===== config.mk =====
export PLATFORM = sky130hd
export DESIGN_NAME = r3_sdf_ctrl
export DESIGN_NICKNAME = d
export VERILOG_FILES = /design/src/rtl/r3_pkg.sv /design/src/rtl/r3_mod_cnt.sv /design/src/rtl/r3_sdf_ctrl.sv
export SDC_FILE = /design/constraint.sdc
export NUM_CORES = 1
export LEC_CHECK = 0
export CAP_MARGIN = 20
export CELL_PAD_IN_SITES_DETAIL_PLACEMENT = 0
export CELL_PAD_IN_SITES_GLOBAL_PLACEMENT = 1
export CORE_ASPECT_RATIO = 0.6
export CORE_UTILIZATION = 40
export DETAILED_ROUTE_END_ITERATION = 8
export PLACE_DENSITY_LB_ADDON = 0.1
export SLEW_MARGIN = 15
export SYNTH_ARGS = -nofsm -noshare
export SYNTH_HDL_FRONTEND = slang
export SYNTH_HIERARCHICAL = 1
export SYNTH_SLANG_ARGS = --single-unit

===== constraint.sdc =====
create_clock -name clk -period 6.55 [get_ports clk]
set_input_delay 0.655 -clock clk [delete_from_list [all_inputs] [get_ports clk]]
set_output_delay 0.655 -clock clk [all_outputs]
set_load 0.1 [all_outputs]

===== src/rtl/r3_pkg.sv =====
`default_nettype none
// +----------------------------------------------------------------------------+
// | r3_pkg                                                                     |
// | Shared encodings and helpers for the radix-3 SDF stage controller.         |
// | Rev 1.0                                                                    |
// +----------------------------------------------------------------------------+
package r3_pkg;

    localparam int c_dly_default = 9;

    localparam logic [1:0] c_st_idle  = 2'd0;
    localparam logic [1:0] c_st_run   = 2'd1;
    localparam logic [1:0] c_st_flush = 2'd2;

    localparam logic [1:0] c_ph_0 = 2'd0;
    localparam logic [1:0] c_ph_1 = 2'd1;
    localparam logic [1:0] c_ph_2 = 2'd2;

    localparam logic [1:0] c_op_x0 = 2'd0;
    localparam logic [1:0] c_op_x1 = 2'd1;
    localparam logic [1:0] c_op_x2 = 2'd2;

    function automatic int clog2(input int value);
        int r;
        r = 0;
        for (int i = 0; i < 31; i++) begin
            if ((1 << i) < value) r = i + 1;
        end
        return r;
    endfunction

    // Input phase p selects which butterfly output leaves the stage.
    function automatic logic [1:0] out_phase_of(input logic [1:0] p);
        case (p)
            c_ph_0:  return c_op_x1;
            c_ph_1:  return c_op_x2;
            default: return c_op_x0;
        endcase
    endfunction

endpackage
`default_nettype wire


===== src/rtl/r3_mod_cnt.sv =====
`default_nettype none
// +----------------------------------------------------------------------------+
// | r3_mod_cnt                                                                 |
// | Modulo-MOD counter with enable, synchronous clear and wrap flag.           |
// | Rev 1.0                                                                    |
// +----------------------------------------------------------------------------+
module r3_mod_cnt #(
    parameter int MOD = 9,
    parameter int W   = 4
) (
    input  logic         clk,
    input  logic         rst_n,
    input  logic         en,
    input  logic         clr,
    output logic [W-1:0] q,
    output logic [W-1:0] q_nxt,
    output logic         wrap
);

    localparam logic [W-1:0] c_last = W'(MOD - 1);

    logic [W-1:0] r_q;

    always_comb begin
        q_nxt = r_q;
        wrap  = 1'b0;
        if (clr) begin
            q_nxt = '0;
        end else if (en) begin
            if (r_q == c_last) begin
                q_nxt = '0;
                wrap  = 1'b1;
            end else begin
                q_nxt = r_q + 1'b1;
            end
        end
    end

    always_ff @(posedge clk or negedge rst_n) begin
        if (!rst_n) r_q <= '0;
        else        r_q <= q_nxt;
    end

    assign q = r_q;

endmodule
`default_nettype wire


===== src/rtl/r3_sdf_ctrl.sv =====
`default_nettype none
// +----------------------------------------------------------------------------+
// | r3_sdf_ctrl                                                                |
// | Sequencer for one radix-3 SDF FFT stage. Optional R3_CTRL_ERR_EN adds      |
// | sof_err / frame_cnt status outputs.                                        |
// | Rev 1.0                                                                    |
// +----------------------------------------------------------------------------+
module r3_sdf_ctrl
    import r3_pkg::*;
#(
    parameter int DLY  = c_dly_default,
    parameter int IW   = clog2(DLY),
    parameter int TW_W = clog2(3 * DLY)
) (
    input  logic            clk,
    input  logic            rst_n,
    input  logic            in_valid,
    input  logic            in_sof,
    output logic            in_ready,
    input  logic            flush,
    output logic            shift_en,
    output logic            fb_sel,
    output logic            bf_en,
    output logic [1:0]      phase,
    output logic [IW-1:0]   idx,
    output logic [1:0]      out_phase,
    output logic [TW_W-1:0] tw_exp,
    output logic            out_valid,
    output logic            out_sof,
`ifdef R3_CTRL_ERR_EN
    output logic            sof_err,
    output logic [15:0]     frame_cnt,
`endif
    output logic            busy
);

    localparam logic [IW-1:0] c_n_last = IW'(DLY - 1);
    localparam int            c_frame  = 3 * DLY;

    logic [1:0]      r_state;
    logic [1:0]      w_state_nxt;
    logic            r_fill;
    logic            r_pend;
    logic            w_accept;
    logic            w_sof_acc;
    logic            w_at_start;
    logic            w_start;
    logic            w_resync;
    logic            w_load;
    logic            w_strobe;
    logic            w_n_wrap;
    logic            w_p_wrap;
    logic            w_frame_end;
    logic            w_flush_last;
    logic            w_fill_eff;
    logic [IW-1:0]   w_n_nxt;
    logic [1:0]      w_p_nxt;
    logic [1:0]      w_op;
    logic [TW_W-1:0] w_tw;

    assign w_accept   = in_valid & in_ready;
    assign w_sof_acc  = w_accept & in_sof;
    // phase/idx hold the last strobed position, so (2,DLY-1) means a new frame is due.
    assign w_at_start = (phase == c_ph_2) && (idx == c_n_last);
    assign w_start    = (r_state == c_st_idle) & w_sof_acc;
    assign w_resync   = (r_state == c_st_run) & w_sof_acc & ~w_at_start;
    assign w_load     = w_start | w_resync;
    assign w_strobe   = w_start | ((r_state == c_st_run) & w_accept) | (r_state == c_st_flush);

    r3_mod_cnt #(.MOD(DLY), .W(IW)) u_idx_cnt (
        .clk   (clk),
        .rst_n (rst_n),
        .en    (w_strobe),
        .clr   (w_load),
        .q     (idx),
        .q_nxt (w_n_nxt),
        .wrap  (w_n_wrap)
    );

    r3_mod_cnt #(.MOD(3), .W(2)) u_phase_cnt (
        .clk   (clk),
        .rst_n (rst_n),
        .en    (w_n_wrap),
        .clr   (w_load),
        .q     (phase),
        .q_nxt (w_p_nxt),
        .wrap  (w_p_wrap)
    );

    assign w_frame_end  = w_strobe & (w_p_nxt == c_ph_2) & (w_n_nxt == c_n_last);
    assign w_flush_last = (r_state == c_st_flush) & (w_p_nxt == c_ph_1) & (w_n_nxt == c_n_last);
    // The strobe that performs the p2->p0 wrap already belongs to a filled frame.
    assign w_fill_eff   = w_load | (r_fill & ~w_p_wrap);
    assign w_op         = out_phase_of(w_p_nxt);
    assign w_tw         = TW_W'((int'(w_op) * int'(w_n_nxt)) % c_frame);

    always_ff @(posedge clk or negedge rst_n) begin
        if (!rst_n) r_state <= c_st_idle;
        else        r_state <= w_state_nxt;
    end

    always_comb begin
        w_state_nxt = r_state;
        case (r_state)
            c_st_idle:  if (w_start) w_state_nxt = c_st_run;
            c_st_run:   if (w_frame_end && (r_pend || flush) && !w_sof_acc) w_state_nxt = c_st_flush;
            c_st_flush: if (w_flush_last) w_state_nxt = c_st_idle;
            default:    w_state_nxt = c_st_idle;
        endcase
    end

    always_comb begin
        in_ready = (r_state != c_st_flush);
        busy     = (r_state != c_st_idle);
    end

    always_ff @(posedge clk or negedge rst_n) begin
        if (!rst_n) begin
            r_fill    <= 1'b1;
            r_pend    <= 1'b0;
            shift_en  <= 1'b0;
            fb_sel    <= 1'b0;
            bf_en     <= 1'b0;
            out_phase <= c_op_x0;
            tw_exp    <= '0;
            out_valid <= 1'b0;
            out_sof   <= 1'b0;
        end else begin
            if (w_load)        r_fill <= 1'b1;
            else if (w_p_wrap) r_fill <= 1'b0;

            // A frame start always wins over an outstanding flush request.
            if (r_state != c_st_run || w_sof_acc || w_state_nxt == c_st_flush) r_pend <= 1'b0;
            else if (flush)                                                      r_pend <= 1'b1;

            shift_en  <= w_strobe;
            fb_sel    <= w_strobe & (w_p_nxt == c_ph_2);
            bf_en     <= w_strobe & (w_p_nxt == c_ph_2);
            out_phase <= w_strobe ? w_op : c_op_x0;
            tw_exp    <= w_strobe ? w_tw : '0;
            out_valid <= w_strobe & ~(w_fill_eff & (w_p_nxt != c_ph_2));
            out_sof   <= w_strobe & (w_p_nxt == c_ph_2) & (w_n_nxt == '0);
        end
    end

`ifdef R3_CTRL_ERR_EN
    always_ff @(posedge clk or negedge rst_n) begin
        if (!rst_n) begin
            sof_err   <= 1'b0;
            frame_cnt <= 16'd0;
        end else begin
            sof_err <= w_resync;
            if (w_p_wrap) frame_cnt <= frame_cnt + 16'd1;
        end
    end
`endif

endmodule
`default_nettype wire


==> summary.md, run 1 <==
| Metric | Value |
|---|---|
| Fin crit share | `0.918` |
| Share of cells above drive strength 1 | `0.0984` |
| Post-synth top area cell | `dfrtp_1` |
| Leak | `0.792 nW` |
| Worst EP required | `6.70 ns` |
| Hold_buf cts | `0` |
| Die Span X | `79.1 um` |
| Share of the synthesized area in the top cell type | `0.351` |
| Crit path max fanout | `9` |
| Iteration-0 DRC count of the detailed router | `118` |
| Crit path DAT | `6.16 ns` |
| VDD IR max | `0.0967 mV` |
| Initial Util | `0.429` |
| Sequential area share after synthesis | `0.369` |
| Filler instances | `315` |
| Worst-margin pin slew | `0.980 ns` |
| Final Hold Fails | `0` |
| Clock buffer count from CTS | `3` |
| Post-Synth Simple-Gate Area | `0.283` |
| Initial antenna violation count | `0` |
| Worst setup margin | `0.538 ns` |
| Clk Latency, worst-skew pair | `0.25 ns` |
| Post-synthesis register bit count | `21` |
| Yosys warns | `6` |
| Ports | `25` |
| Number of synthesized flops with an enable pin | `0` |
| Fin cells | `228` |
| CTS Root Cell | `clkbuf_8` |
| Post-synth cell types | `47` |
| Placed cell count | `224` |
| Avg Inst Size Synth | `9.26 um2` |
| Layout net count | `198` |
| Synth Net Count | `168` |
| Max Root-Sink Buffers | `2` |
| Routability Congestion | `0.811` |
| Critical-path cell list | `clkdlybuf4s50_1, o21ai_0, o21a_1, inv_1, nor3b_1, or3b_1, a21oi_2, nor2b_1, and2_1, ha_1, fa_1, ha_1, a311o_1, nand2_1, xnor2_1, ha_1, or4_4, a41oi_4, mux2i_1, nor2_1` |
| Num rows | `16` |
| CP max-delay cell | `or4_4` |
| Port Buffers | `24` |
| Largest family of logic cells by synthesized area | `simple AND/OR/NAND/NOR gates` |
| Largest cells by area after synthesis | `dfrtp_1 (35%), ha_1 (7.0%), a21oi_1 (3.9%)` |
| Max Slew Vio Count | `0` |
| Max_cap viols | `0` |
| Min cycle time layout | `6.01 ns` |
| Post-Synthesis Cells | `154` |
| Htree depth | `1` |
| Post-synthesis mux area share | `0.0281` |
| Dpl ws | `0.376 ns` |
| Core area | `0.00332 mm2` |
| FFs w/ async S/R, synth | `1.00` |
| Post-synthesis adder-cell area fraction | `0.0842` |
| Post-synth top cells | `dfrtp_1 (20), nand2_1 (14), nor2_1 (13), a21oi_1 (11), ha_1 (8)` |
| Kind of critical path | `in2reg` |
| CTS resizes | `0` |
| Pwr dens | `225 mW/mm2` |
| Final setup fails | `0` |
| Xor/xnor cell area share of the yosys netlist | `0.0246` |
| Seq. cell area | `527 um2` |
| Height of the die | `48.3 um` |
| Worst hold path type | `reg2reg` |
| Crit path launch type | `input port` |
| Post-DP HPWL | `2660 um` |
| Sink Count | `21` |
| Top FF cell, synth | `dfrtp_1` |
| CP endpoint kind | `flip-flop` |
| Max incr delay on CP | `0.57 ns` |
| Highest Clock Rate | `166 MHz` |
| Drt pass-1 iters | `4` |
| Library cell with the highest instance count after synthesis | `dfrtp_1` |
| Drt wl/cell | `14.5 um` |
| Setup TNS | `0 ns` |
| Final WL | `3310 um` |
| Mapped Area | `0.00143 mm2` |
| # DRC | `0` |
| Vias after detailed routing | `1,231` |
| Post-CTS Setup Bufs | `0` |
| Largest net degree at the start of global routing | `22` |
| Unrepaired setup endpoints after global routing | `no` |
| First-pass GRT wire length | `5290 um` |
| Power, Total | `0.401 mW` |
| Number of global-route vias before repair | `1,055` |
| Die ar. | `0.00382 mm2` |
| Total track usage | `0.194` |
| Area of the multi-input gates | `862 um2` |
| Antenna-violating nets left | `0` |
| Synth Area in Compound Gates | `0.184` |
| Placed standard-cell area | `0.00174 mm2` |
| Relative slew slack | `0.345` |
| Clock slew at reported path FFs | `0.07 ns` |
| Status | `finished clean` |
| Post-route cell area | `0.00178 mm2` |
| CP most frequent cell | `ha_1` |
| Via-per-instance ratio | `5.40` |
| Grt ovf | `0` |
| Antenna Diode Count | `0` |
| Clk_skew | `0.00104 ns` |
| TritonCTS clock tree | `built` |
| Layout Area Growth over Synthesis | `25.0%` |
[cell type report]
| class | count | area share |
|---|---|---|
| multi-input combinational | 124 | 0.484 |
| timing repair buffer | 28 | 0.152 |
| inverter | 6 | 0.0126 |
| sequential | 21 | 0.295 |
| tap | 45 | 0.0316 |
| clock buffer | 4 | 0.0253 |
[logic make-up after synthesis]
logic type	count (synthesis)
multiplexers	4
AO/OA/AOI/OAI	35
XOR/XNOR	4
AND/OR/NAND/NOR	72
buffers and inverters	9
adder cells (fa/ha/maj)	9
flip-flops	21
[report_power, final]
| group | internal [mW] | switching (mW) | leakage [nW] |
|---|---|---|---|
| registers | 0.139 | 0.0107 | 0.273 |
| clock network | 0.0432 | 0.0372 | 0.0228 |
| logic | 0.0486 | 0.123 | 0.496 |
| total | 0.231 | 0.171 | 0.792 |
[path summary, 6_finish.rpt]
| check | slack [ns] | start | depth (start not counted) | endpoint |
|---|---|---|---|---|
| setup / recovery | 0.54 | in_valid | 20 | tw_exp[1]$_DFF_PN0_ |
| hold / removal | 0.53 | r_fill$_DFFE_PN1P_ | 1 | r_fill$_DFFE_PN1P_ |
| setup reg to reg | 0.90 | r_state[0]$_DFF_PN0_ | 19 | tw_exp[1]$_DFF_PN0_ |
| hold reg to reg | 0.53 | r_fill$_DFFE_PN1P_ | 1 | r_fill$_DFFE_PN1P_ |
| max in group asynchronous | 5.09 | rst_n | 1 | tw_exp[1]$_DFF_PN0_ |
| min in group asynchronous | 0.91 | rst_n | 1 | r_state[1]$_DFF_PN0_ |
[layer usage]
layer,vias to the layer above,part of all wire,GRT usage
met5,-,0,0
met4,0,0.0057,0.0545
met3,2,0.069,0.0449
met2,38,0.38,0.272
met1,575,0.54,0.296
li1,616,-,-
[registers in the layout, indices dropped and copies added, names as in the netlist]
signal and flops:
r_state 2, r_pend 1, u_idx_cnt/q 4, out_sof 1, out_valid 1, r_fill 1
shift_en 1, bf_en 1, u_phase_cnt/q 2, out_phase 2, tw_exp 5
[placed cells by master (no fill, tap or decap), types with 2 or more instances in the layout]
cell              n
clkdlybuf4s50_1  24
dfrtp_1          20
nand2_1          14
nor2_1           13
a21oi_1          11
ha_1              8
o21ai_0           7
nand2b_1          6
inv_1             6
and2_1            6
nand3_1           6
nor3_1            5
mux2i_1           4
buf_4             4
a21o_1            3
nor2b_1           3
nand3b_1          3
xnor2_1           3
clkbuf_8          3
or4_4             2
nor4b_1           2
a211oi_1          2
a21oi_2           2
[through the flow]
step,utilization,hold WS [ns]
CTS,0.537,0.529
global placement,0.523,0.506
finish,0.537,0.526
floorplan,-,0.359
global route,0.537,0.536
detailed placement,0.523,0.519
[critical path: cells and delay by family]
family | cells | cell delay, ns
XOR/XNOR | 1 | 0.09
multiplexers | 1 | 0.21
buffers and inverters | 2 | 0.67
adder cells (fa/ha/maj) | 4 | 1.32
AO/OA/AOI/OAI | 5 | 1.19
AND/OR/NAND/NOR | 7 | 2.02
No activity file was read; power rests on OpenSTA's default activity.
==> inputs of run 2 (changes only) <==
CTS_CLUSTER_SIZE = 24   (was unset)
TNS_END_PERCENT = 30   (was unset)
==> results of run 2 <==
Same layout as run 1: the final DEF is identical, and so are final timing and power.
==> inputs of run 3 (changes only) <==
GPL_ROUTABILITY_DRIVEN = 0   (was unset)
==> results of run 3 <==
Same layout as run 1: the final DEF is identical, and so are final timing and power.
